### src/rtl/train_seq_pkg.sv
// Shared types for the multicycle train sequencer.
// State enum, layer-count limit and one-hot decode helper.
package train_seq_pkg;

    localparam int MAX_LAYERS = 8;
    localparam int IDX_W      = 3;

    typedef enum logic [2:0] {
        IDLE,
        FWD_GO,
        FWD_WAIT,
        BP_GO,
        BP_WAIT,
        COMMIT,
        DONE,
        ERROR
    } state_e;

    function automatic logic [MAX_LAYERS-1:0] onehot(
        input logic [IDX_W-1:0] idx
    );
        logic [MAX_LAYERS-1:0] v;
        v      = '0;
        v[idx] = 1'b1;
        return v;
    endfunction

endpackage

### src/rtl/train_seq_watchdog.sv
// Per-layer wait watchdog for the train sequencer.
// Ports: clock, reset_n, clear, enable in; first (count is 0), expired out.
module train_seq_watchdog #(
    parameter int TIMEOUT = 4096,
    parameter int CNT_W   = 16
) (
    input  logic clock,
    input  logic reset_n,
    input  logic clear,
    input  logic enable,
    output logic first,
    output logic expired
);

    logic [CNT_W-1:0] cnt_q;

    always_ff @(posedge clock or negedge reset_n) begin
        if (!reset_n) begin
            cnt_q <= '0;
        end else if (clear) begin
            cnt_q <= '0;
        end else if (enable) begin
            cnt_q <= cnt_q + 1'b1;
        end
    end

    // Count 0 marks the first wait cycle, where a stale done is ignored.
    assign first   = (cnt_q == '0);
    assign expired = enable && (cnt_q == CNT_W'(TIMEOUT - 1));

endmodule

### src/rtl/multicycle_train_sequencer.sv
// N-layer forward/backprop sequencer with mini-batch weight commit.
// Ports: start/train/abort/layer_done in; per-layer start/commit vectors,
// acc_clear, busy, done, error, err_layer, sample_cnt out (all registered).
module multicycle_train_sequencer
    import train_seq_pkg::*;
#(
    parameter int NUM_LAYERS = 3,
    parameter int MINIBATCH  = 1,
    parameter int DONE_HOLD  = 3,
    parameter int TIMEOUT    = 4096,
    parameter int CNT_W      = 16
) (
    input  logic                  clock,
    input  logic                  reset_n,
    input  logic                  start,
    input  logic                  train,
    input  logic                  abort,
    input  logic [NUM_LAYERS-1:0] layer_done,
    output logic [NUM_LAYERS-1:0] layer_fwd_start,
    output logic [NUM_LAYERS-1:0] layer_bp_start,
    output logic [NUM_LAYERS-1:0] weight_wr,
    output logic                  acc_clear,
    output logic                  busy,
    output logic                  done,
    output logic                  error,
    output logic [2:0]            err_layer,
    output logic [7:0]            sample_cnt
);

    localparam logic [IDX_W-1:0] LAST = IDX_W'(NUM_LAYERS - 1);
    localparam logic [7:0] BATCH_END = 8'(MINIBATCH - 1);
    localparam int HOLD_W = (DONE_HOLD > 1) ? $clog2(DONE_HOLD) : 1;
    localparam logic [HOLD_W-1:0] HOLD_END = HOLD_W'(DONE_HOLD - 1);

    state_e state_q, state_d;

    logic [IDX_W-1:0]      idx_q, idx_d;
    logic                  train_q, train_d;
    logic [HOLD_W-1:0]     hold_q, hold_d;
    logic [7:0]            cnt_d;
    logic [2:0]            err_d;
    logic                  acc_d;
    logic [NUM_LAYERS-1:0] fwd_d, bp_d, wr_d;
    logic                  wd_clear, wd_en, wd_first, wd_expired;
    logic [MAX_LAYERS-1:0] done_vec, oh;
    logic                  hit;
    logic                  unused_oh;

    train_seq_watchdog #(
        .TIMEOUT (TIMEOUT),
        .CNT_W   (CNT_W)
    ) u_wd (
        .clock   (clock),
        .reset_n (reset_n),
        .clear   (wd_clear),
        .enable  (wd_en),
        .first   (wd_first),
        .expired (wd_expired)
    );

    assign done_vec  = MAX_LAYERS'(layer_done);
    assign hit       = !wd_first && done_vec[idx_q];
    assign oh        = onehot(idx_d);
    assign unused_oh = ^oh;

    always_comb begin
        state_d  = state_q;
        idx_d    = idx_q;
        train_d  = train_q;
        cnt_d    = sample_cnt;
        err_d    = err_layer;
        hold_d   = '0;
        acc_d    = 1'b0;
        wd_clear = 1'b0;
        wd_en    = 1'b0;

        // Abort outranks everything, including a same-cycle layer_done.
        if (abort && state_q != IDLE && state_q != ERROR) begin
            state_d = IDLE;
        end else begin
            unique case (state_q)
                IDLE, ERROR: begin
                    if (start) begin
                        state_d = FWD_GO;
                        idx_d   = '0;
                        train_d = train;
                        acc_d   = train && (sample_cnt == '0);
                    end
                end
                FWD_GO: begin
                    wd_clear = 1'b1;
                    state_d  = FWD_WAIT;
                end
                FWD_WAIT: begin
                    wd_en = 1'b1;
                    if (hit) begin
                        if (idx_q != LAST) begin
                            idx_d   = idx_q + 1'b1;
                            state_d = FWD_GO;
                        end else if (train_q) begin
                            idx_d   = LAST;
                            state_d = BP_GO;
                        end else begin
                            state_d = DONE;
                        end
                    end else if (wd_expired) begin
                        err_d   = idx_q;
                        state_d = ERROR;
                    end
                end
                BP_GO: begin
                    wd_clear = 1'b1;
                    state_d  = BP_WAIT;
                end
                BP_WAIT: begin
                    wd_en = 1'b1;
                    if (hit) begin
                        if (idx_q != '0) begin
                            idx_d   = idx_q - 1'b1;
                            state_d = BP_GO;
                        end else begin
                            state_d = COMMIT;
                        end
                    end else if (wd_expired) begin
                        err_d   = idx_q;
                        state_d = ERROR;
                    end
                end
                COMMIT: begin
                    cnt_d   = (sample_cnt == BATCH_END) ? 8'd0
                                                        : sample_cnt + 8'd1;
                    state_d = DONE;
                end
                DONE: begin
                    hold_d = hold_q + 1'b1;
                    if (hold_q == HOLD_END) begin
                        state_d = IDLE;
                    end
                end
                default: state_d = IDLE;
            endcase
        end

        // Outputs are decoded from the next state so they register cleanly.
        fwd_d = '0;
        bp_d  = '0;
        wr_d  = '0;
        if (state_d == FWD_GO) fwd_d = oh[NUM_LAYERS-1:0];
        if (state_d == BP_GO)  bp_d  = oh[NUM_LAYERS-1:0];
        if (state_d == COMMIT && sample_cnt == BATCH_END) wr_d = '1;
    end

    always_ff @(posedge clock or negedge reset_n) begin
        if (!reset_n) begin
            state_q <= IDLE;
        end else begin
            state_q <= state_d;
        end
    end

    always_ff @(posedge clock or negedge reset_n) begin
        if (!reset_n) begin
            idx_q           <= '0;
            train_q         <= 1'b0;
            hold_q          <= '0;
            sample_cnt      <= '0;
            err_layer       <= '0;
            acc_clear       <= 1'b0;
            layer_fwd_start <= '0;
            layer_bp_start  <= '0;
            weight_wr       <= '0;
            busy            <= 1'b0;
            done            <= 1'b0;
            error           <= 1'b0;
        end else begin
            idx_q           <= idx_d;
            train_q         <= train_d;
            hold_q          <= hold_d;
            sample_cnt      <= cnt_d;
            err_layer       <= err_d;
            acc_clear       <= acc_d;
            layer_fwd_start <= fwd_d;
            layer_bp_start  <= bp_d;
            weight_wr       <= wr_d;
            busy            <= (state_d != IDLE) && (state_d != ERROR);
            done            <= (state_d == DONE);
            error           <= (state_d == ERROR);
        end
    end

endmodule

### config.mk
export PLATFORM = sky130hd
export DESIGN_NAME = multicycle_train_sequencer
export DESIGN_NICKNAME = d
export VERILOG_FILES = /design/src/rtl/train_seq_pkg.sv /design/src/rtl/train_seq_watchdog.sv /design/src/rtl/multicycle_train_sequencer.sv
export SDC_FILE = /design/constraint.sdc
export NUM_CORES = 1
export LEC_CHECK = 0
export CORE_MARGIN = 10
export CORE_UTILIZATION = 45
export CTS_CLUSTER_SIZE = 25
export DETAILED_ROUTE_END_ITERATION = 8
export MAX_ROUTING_LAYER = met4
export PLACE_DENSITY = 0.72
export SLEW_MARGIN = 30
export SYNTH_ARGS = -nofsm -noshare
export SYNTH_HDL_FRONTEND = slang
export SYNTH_SLANG_ARGS = --single-unit
### constraint.sdc
create_clock -name clock -period 3.3 [get_ports clock]
set_clock_uncertainty 0.1 [all_clocks]
set_input_delay 0.66 -clock clock [delete_from_list [all_inputs] [get_ports clock]]
set_output_delay 0.66 -clock clock [all_outputs]
set_load 0.1 [all_outputs]
### After elaboration in Yosys (flattened, before gate mapping)

Cells that the tools add are included.

* flip-flop bits (word level): 49
* input port bits: 8
* word-level logic and storage cells: 100

* multiplexer cells: 37
* equal/unequal tests: 17
* magnitude comparators: 3
* bitwise gates (word level): 2
* add/subtract/negate cells: 5
* reductions and logical operators: 22

Operators with widths (count)
* $mux 3: 19
* $mux 16: 2
* $eq 3x3->1 const B: 7
* $pmux 3 s7: 1
* $add 16x1->16 const B: 1
* $eq 16x12->1 const B: 1
* $logic_not 16->1: 1
* $eq 3x2->1 const B: 3
* $mux 1: 9
* $pmux 3 s3: 1
* $reduce_bool 3->1: 3
* $add 8x1->8 const B: 1
* $logic_and 1x1->1: 8
* $logic_not 8->1: 1
* $lt 3x4->1 const B: 2
* $mux 8: 1
* $eq 3x1->1 const B: 2
* $ne 3x3->1 const B: 2
* $reduce_or 2->1: 3
* $mux 2: 2
* $reduce_and 4->1: 1
* $add 3x1->3 const B: 1
* $bmux 1 s3: 1
* $demux 1 s3: 1
* other kinds (11): 12

### Depth between registers and ports, before layout

Gate-level depths: netlist of run 1.

* depth after elaboration: 12
* depth in mapped cells: 9
* gate-level depth less buffers: 8

### Hierarchy

A second synthesis of run 1 with hierarchy kept.

* cells, all modules: 309
* area total of the unflattened synthesis: 2880.3 µm²

Modules (own cells, without submodules)
* multicycle_train_sequencer: instances 1, area each 2005.7 µm², seq. area each 775.7 µm², cells each 216
* train_seq_watchdog: instances 1, area each 874.6 µm², seq. area each 400.4 µm², cells each 93

### Worst setup path before layout of run 1

OpenSTA, ideal clock, no wires.

* path type: flip-flop to flip-flop
* start point: register idx_q[0]
* end point: register busy
* cell stages (with the launch flop): 9
* setup time: 0.125 ns
* setup slack: 0.901 ns
* data arrival time: 2.174 ns
* path through: dfrtp_1 inv_1 ha_1 nor3b_1 o21a_1 o22ai_1 mux2_4 or3_1 mux2_2

* cells in the longest elaborated chain, start to end: 8
* elaborated cells between the ends (all ways): 14

RTL lines
* from (decl): RTL line multicycle_train_sequencer.sv:37 `logic [IDX_W-1:0] idx_q, idx_d;`
* from (signal assigned): RTL line multicycle_train_sequencer.sv:176 `idx_q <= idx_d;`
* $bmux 1 s3: RTL line multicycle_train_sequencer.sv:62 `assign hit = !wd_first && done_vec[idx_q];`
* $mux 1 (not written as such): RTL line multicycle_train_sequencer.sv:62
* $logic_and 1x1->1: RTL line multicycle_train_sequencer.sv:62
* $mux 3 (on tied branches): RTL line multicycle_train_sequencer.sv:117, multicycle_train_sequencer.sv:96
* $pmux 3 s7 (*): RTL line multicycle_train_sequencer.sv:81 `unique case (state_q)`
* $mux 3 (*): RTL line multicycle_train_sequencer.sv:78 `if (abort && state_q != IDLE && state_q != ERROR) begin`
* $ne 3x3->1 or $reduce_bool 3->1 (tied branches): RTL line multicycle_train_sequencer.sv:185 `busy <= (state_d != IDLE) && (state_d != ERROR);`
* $logic_and 1x1->1 (*): RTL line multicycle_train_sequencer.sv:185
* to (signal assigned): RTL line multicycle_train_sequencer.sv:185
* to (decl): RTL line multicycle_train_sequencer.sv:23 `output logic busy,`

Every way passes the cells marked *; elsewhere a longest branch is shown, timed or not. The select of a mux whose other input is x is not followed.
A chain may end at the register's enable or synchronous reset.

### Final worst setup path of run 1

Same ends and word-level chain as after synthesis.

==> summary.md, run 1 <==
| Metric | Value |
|---|---|
| Synthesized cell area | `roughly 2800 sq um` |
| IR drop worst, VDD | `0.1973 mV` |
| Vias | `between 2,000 and 2,500` |
| Worst-margin pin slew | `~0.67 ns` |
| Max Cap Viol | `0` |
| Port Buffers | `31` |
| Int Pwr | `0.9471 mW` |
| Placement Setup Slack | `around 0.40 ns` |
| Synth top area share | `0.4246` |
| Final period utilization | `0.8532` |
| Leading area contributor after synthesis | `dfrtp_1` |
| Hold Fails Final Rpt | `0` |
| Startpoint types | `flip-flop` |
| Rel. slew slack | `0.5519` |
| Maximum buffer depth of the clock tree | `2` |
| Post-synthesis sequential area ratio | `0.4246` |
| DP Area | `approximately 3000 sq um` |
| Switching part of the total | `0.3254` |
| DR WL/cell | `between 15 and 20 um` |
| Largest cells by area after synthesis | `dfrtp_1 42%, nor2_1 4.3%, ha_1 4.1%, nand2_1 4.1%, xor2_1 3.5%` |
| Synth Register Bits | `between 40 and 50` |
| Register area | `around 1200 sq um` |
| Power density cells | `around 440 nW/um^2` |
| First-pass GRT wire length | `around 10,000 um` |
| Synth top cells by count | `47 x dfrtp_1, 32 x nor2_1, 30 x nand2_1` |
| Vias per cell | `around 5.6` |
| Core area | `approximately 6000 sq um` |
| Hold buffers post-CTS | `0` |
| Die Y | `about 98 um` |
| Tot Pwr | `about 1.4 mW` |
| Vias in the first global route | `2,132` |
| Drt drc | `0` |
| Pin count of the biggest net entering global routing | `48` |
| Row Count | `28` |
| # Post-CTS Setup Buffers | `0` |
| WS Path Type | `flip-flop to flip-flop` |
| CP Cell Sequence | `inv_1 -> ha_1 -> nor3b_1 -> o21a_1 -> o22ai_1 -> mux2_4 -> or3_1 -> mux2_2` |
| CTS clk-pin slew, worst paths | `0.09 ns` |
| Top-count cell post-synth | `dfrtp_1` |
| Hold WS | `around 0.25 ns` |
| Multi-input gate area | `about 1500 sq um` |
| Cells after Synth | `slightly below 300` |
| Slowest CP cell | `nor3b_1` |
| Final ANT Viol Nets | `0` |
| Gr usage total | `0.1302` |
| Final Util | `0.5378` |
| CTS tree | `yes` |
| Non-Filler Instances | `about 400` |
| Hold Crit Class | `primary input to asynchronous set/reset pin` |
| P_sw | `around 0.46 mW` |
| Die X | `between 90 and 100 um` |
| Final RePlAce weighted congestion | `a little over 0.9` |
| Die Area | `between 9000 and 10,000 sq um` |
| I/O Pins | `32` |
| CTS H-Tree Depth | `2` |
| Pins Over Slew Limit | `0` |
| Share of total power in the clock network | `0.310` |
| Final wirelength | `between 6000 and 7000 um` |
| Combinational Power Share | `0.225` |
| Final worst slack | `between 0.4 and 0.5 ns` |
| Tmin final | `about 2.8 ns` |
| Layout area overhead | `15.63%` |
| Final instance area | `3203 sq um` |
| Status | `finished clean` |
| Initial antenna violation count | `0` |
| Final TNS setup | `0 ns` |
| Main flop type after synthesis | `dfrtp_1` |
| Synth Area per Inst | `roughly 9.4 sq um` |
| Leakage power | `between 1 and 1.5 nW` |
| Layout fillers | `between 500 and 600` |
| Critical Path AT | `between 2 and 3 ns` |
| Root Driver | `clkbuf_8` |
| Share of post-route cells with drive strength above 1 | `0.1793` |
| Ys Warns | `0` |
| Async SR Flop Fraction | `1.000` |
| Achievable clock frequency | `between 300 and 400 MHz` |
| Worst Path Required | `3.40 ns` |
| Crit path max fanout | `6` |
| Syn Nets | `~310` |
| Ant. Diodes | `0` |
| Gr ovfl total | `0` |
| DP HPWL | `about 4600 um` |
| Sequential Power Share | `0.465` |
| Initial Util | `0.4651` |
| Count of final setup violators | `0` |
| RSZ-0062 raised after global routing | `false` |
| Final nets | `approximately 350` |
| Netlist cell types | `63` |
| Num CTS Buffers | `5` |
| Cts repair resizes | `0` |
| Clock sinks | `47` |
| CP Capture Type | `flip-flop` |
| Drt first-iter violations | `181` |
| Worst-Skew Late Latency | `between 0.3 and 0.4 ns` |
| Placed insts | `~400` |
| CP peak stage delay | `just under 0.5 ns` |
| EDFF count, synth | `0` |
| Initial DRT Pass Iterations | `5` |
[registers in the layout (all words and copies together) (netlist names)]
| name | flops |
|---|---|
| layer_fwd_start | 3 |
| u_wd.cnt_q | 16 |
| acc_clear | 1 |
| idx_q | 3 |
| busy | 1 |
| train_q | 1 |
| error | 1 |
| hold_q | 2 |
| sample_cnt | 8 |
| weight_wr | 1 |
| err_layer | 3 |
| state_q | 3 |
| done | 1 |
| layer_bp_start | 3 |
[kinds of logic after synthesis]
| group | after synthesis | share of synthesized area |
|---|---|---|
| flip-flops | 47 | 0.4246 |
| XOR/XNOR | 18 | 0.05962 |
| multiplexers | 4 | 0.01671 |
| adder cells (fa/ha/maj) | 10 | 0.04426 |
| AO/OA/AOI/OAI | 53 | 0.1351 |
| AND/OR/NAND/NOR | 135 | 0.2719 |
| buffers and inverters | 28 | 0.04787 |
[critical path: cells and delay by family, from the launching register on]
| kind | cells | cell delay, ns |
|---|---|---|
| AND/OR/NAND/NOR | 2 | 0.84 |
| multiplexers | 2 | 0.58 |
| flip-flops | 1 | 0.46 |
| adder cells (fa/ha/maj) | 1 | 0.28 |
| AO/OA/AOI/OAI | 2 | 0.24 |
| buffers and inverters | 1 | 0.20 |
[path summary, 6_finish.rpt]
path / startpoint / end / slack, ns / depth (start not counted)
worst min register to register: hold_q[0] / hold_q[0] / 0.33 / 1
max in group asynchronous: reset_n / hold_q[1] / 2.46 / 1
worst min-delay path: reset_n / u_wd.cnt_q[14] / 0.25 / 1
worst max register to register: idx_q[0] / busy / 0.48 / 8
worst max-delay path: idx_q[0] / busy / 0.48 / 8
min in group clock: hold_q[0] / hold_q[0] / 0.33 / 1
[metal layers]
| metal | global-route usage | up-vias | share of wire |
|---|---|---|---|
| met1 | 0.1775 | 1059 | 0.48 |
| met3 | 0.03492 | 10 | 0.070 |
| met4 | 0.03308 | 0 | 0.011 |
| met5 | - | - | 0 |
| met2 | 0.1861 | 81 | 0.44 |
| li1 | - | 1114 | - |
[layout by cell type (no fill, tap or decap), types with 3 or more instances in the layout]
cell type and n:
o211ai_1 4, buf_4 31, nor4_1 8, xor2_1 11, nor2b_1 5, and3_1 3, clkdlybuf4s50_1 6, nand3_1 13
a31oi_1 3, ha_1 9, inv_1 17, nand4_1 4, o21ai_0 12, clkbuf_8 5, nor2_1 32, nand2b_1 8
o22ai_1 4, dfrtp_1 47, nand2_1 30, xnor2_1 6, o21bai_1 3, nor3_1 9, a21oi_1 5
[power groups by stage]
stage          Sequential [mW]  Combinational, mW  Clock [mW]
2_1_floorplan            0.704              0.188           0
3_3_place_gp             0.663              0.313           0
3_5_place_dp             0.662              0.315           0
4_1_cts                  0.651              0.316       0.452
5_1_grt                  0.660              0.348       0.473
6_report                 0.652              0.316       0.435
[cell type report]
class                      count  share of cell area
multi-input combinational    220              0.4562
sequential                    47              0.3672
tap                           75             0.02930
inverter                      17             0.01992
clock buffer                   5             0.02148
timing repair buffer          37             0.09141
clock inverter                 3             0.01445
(Power assumes the default switching activity.)
==> run 2: changes to the inputs <==
CTS_CLUSTER_DIAMETER = 30   (was default)
HOLD_SLACK_MARGIN = 0.08   (was default)
==> results of run 2 <==
Same layout as run 1: the final DEF is identical, and so are final timing and power.
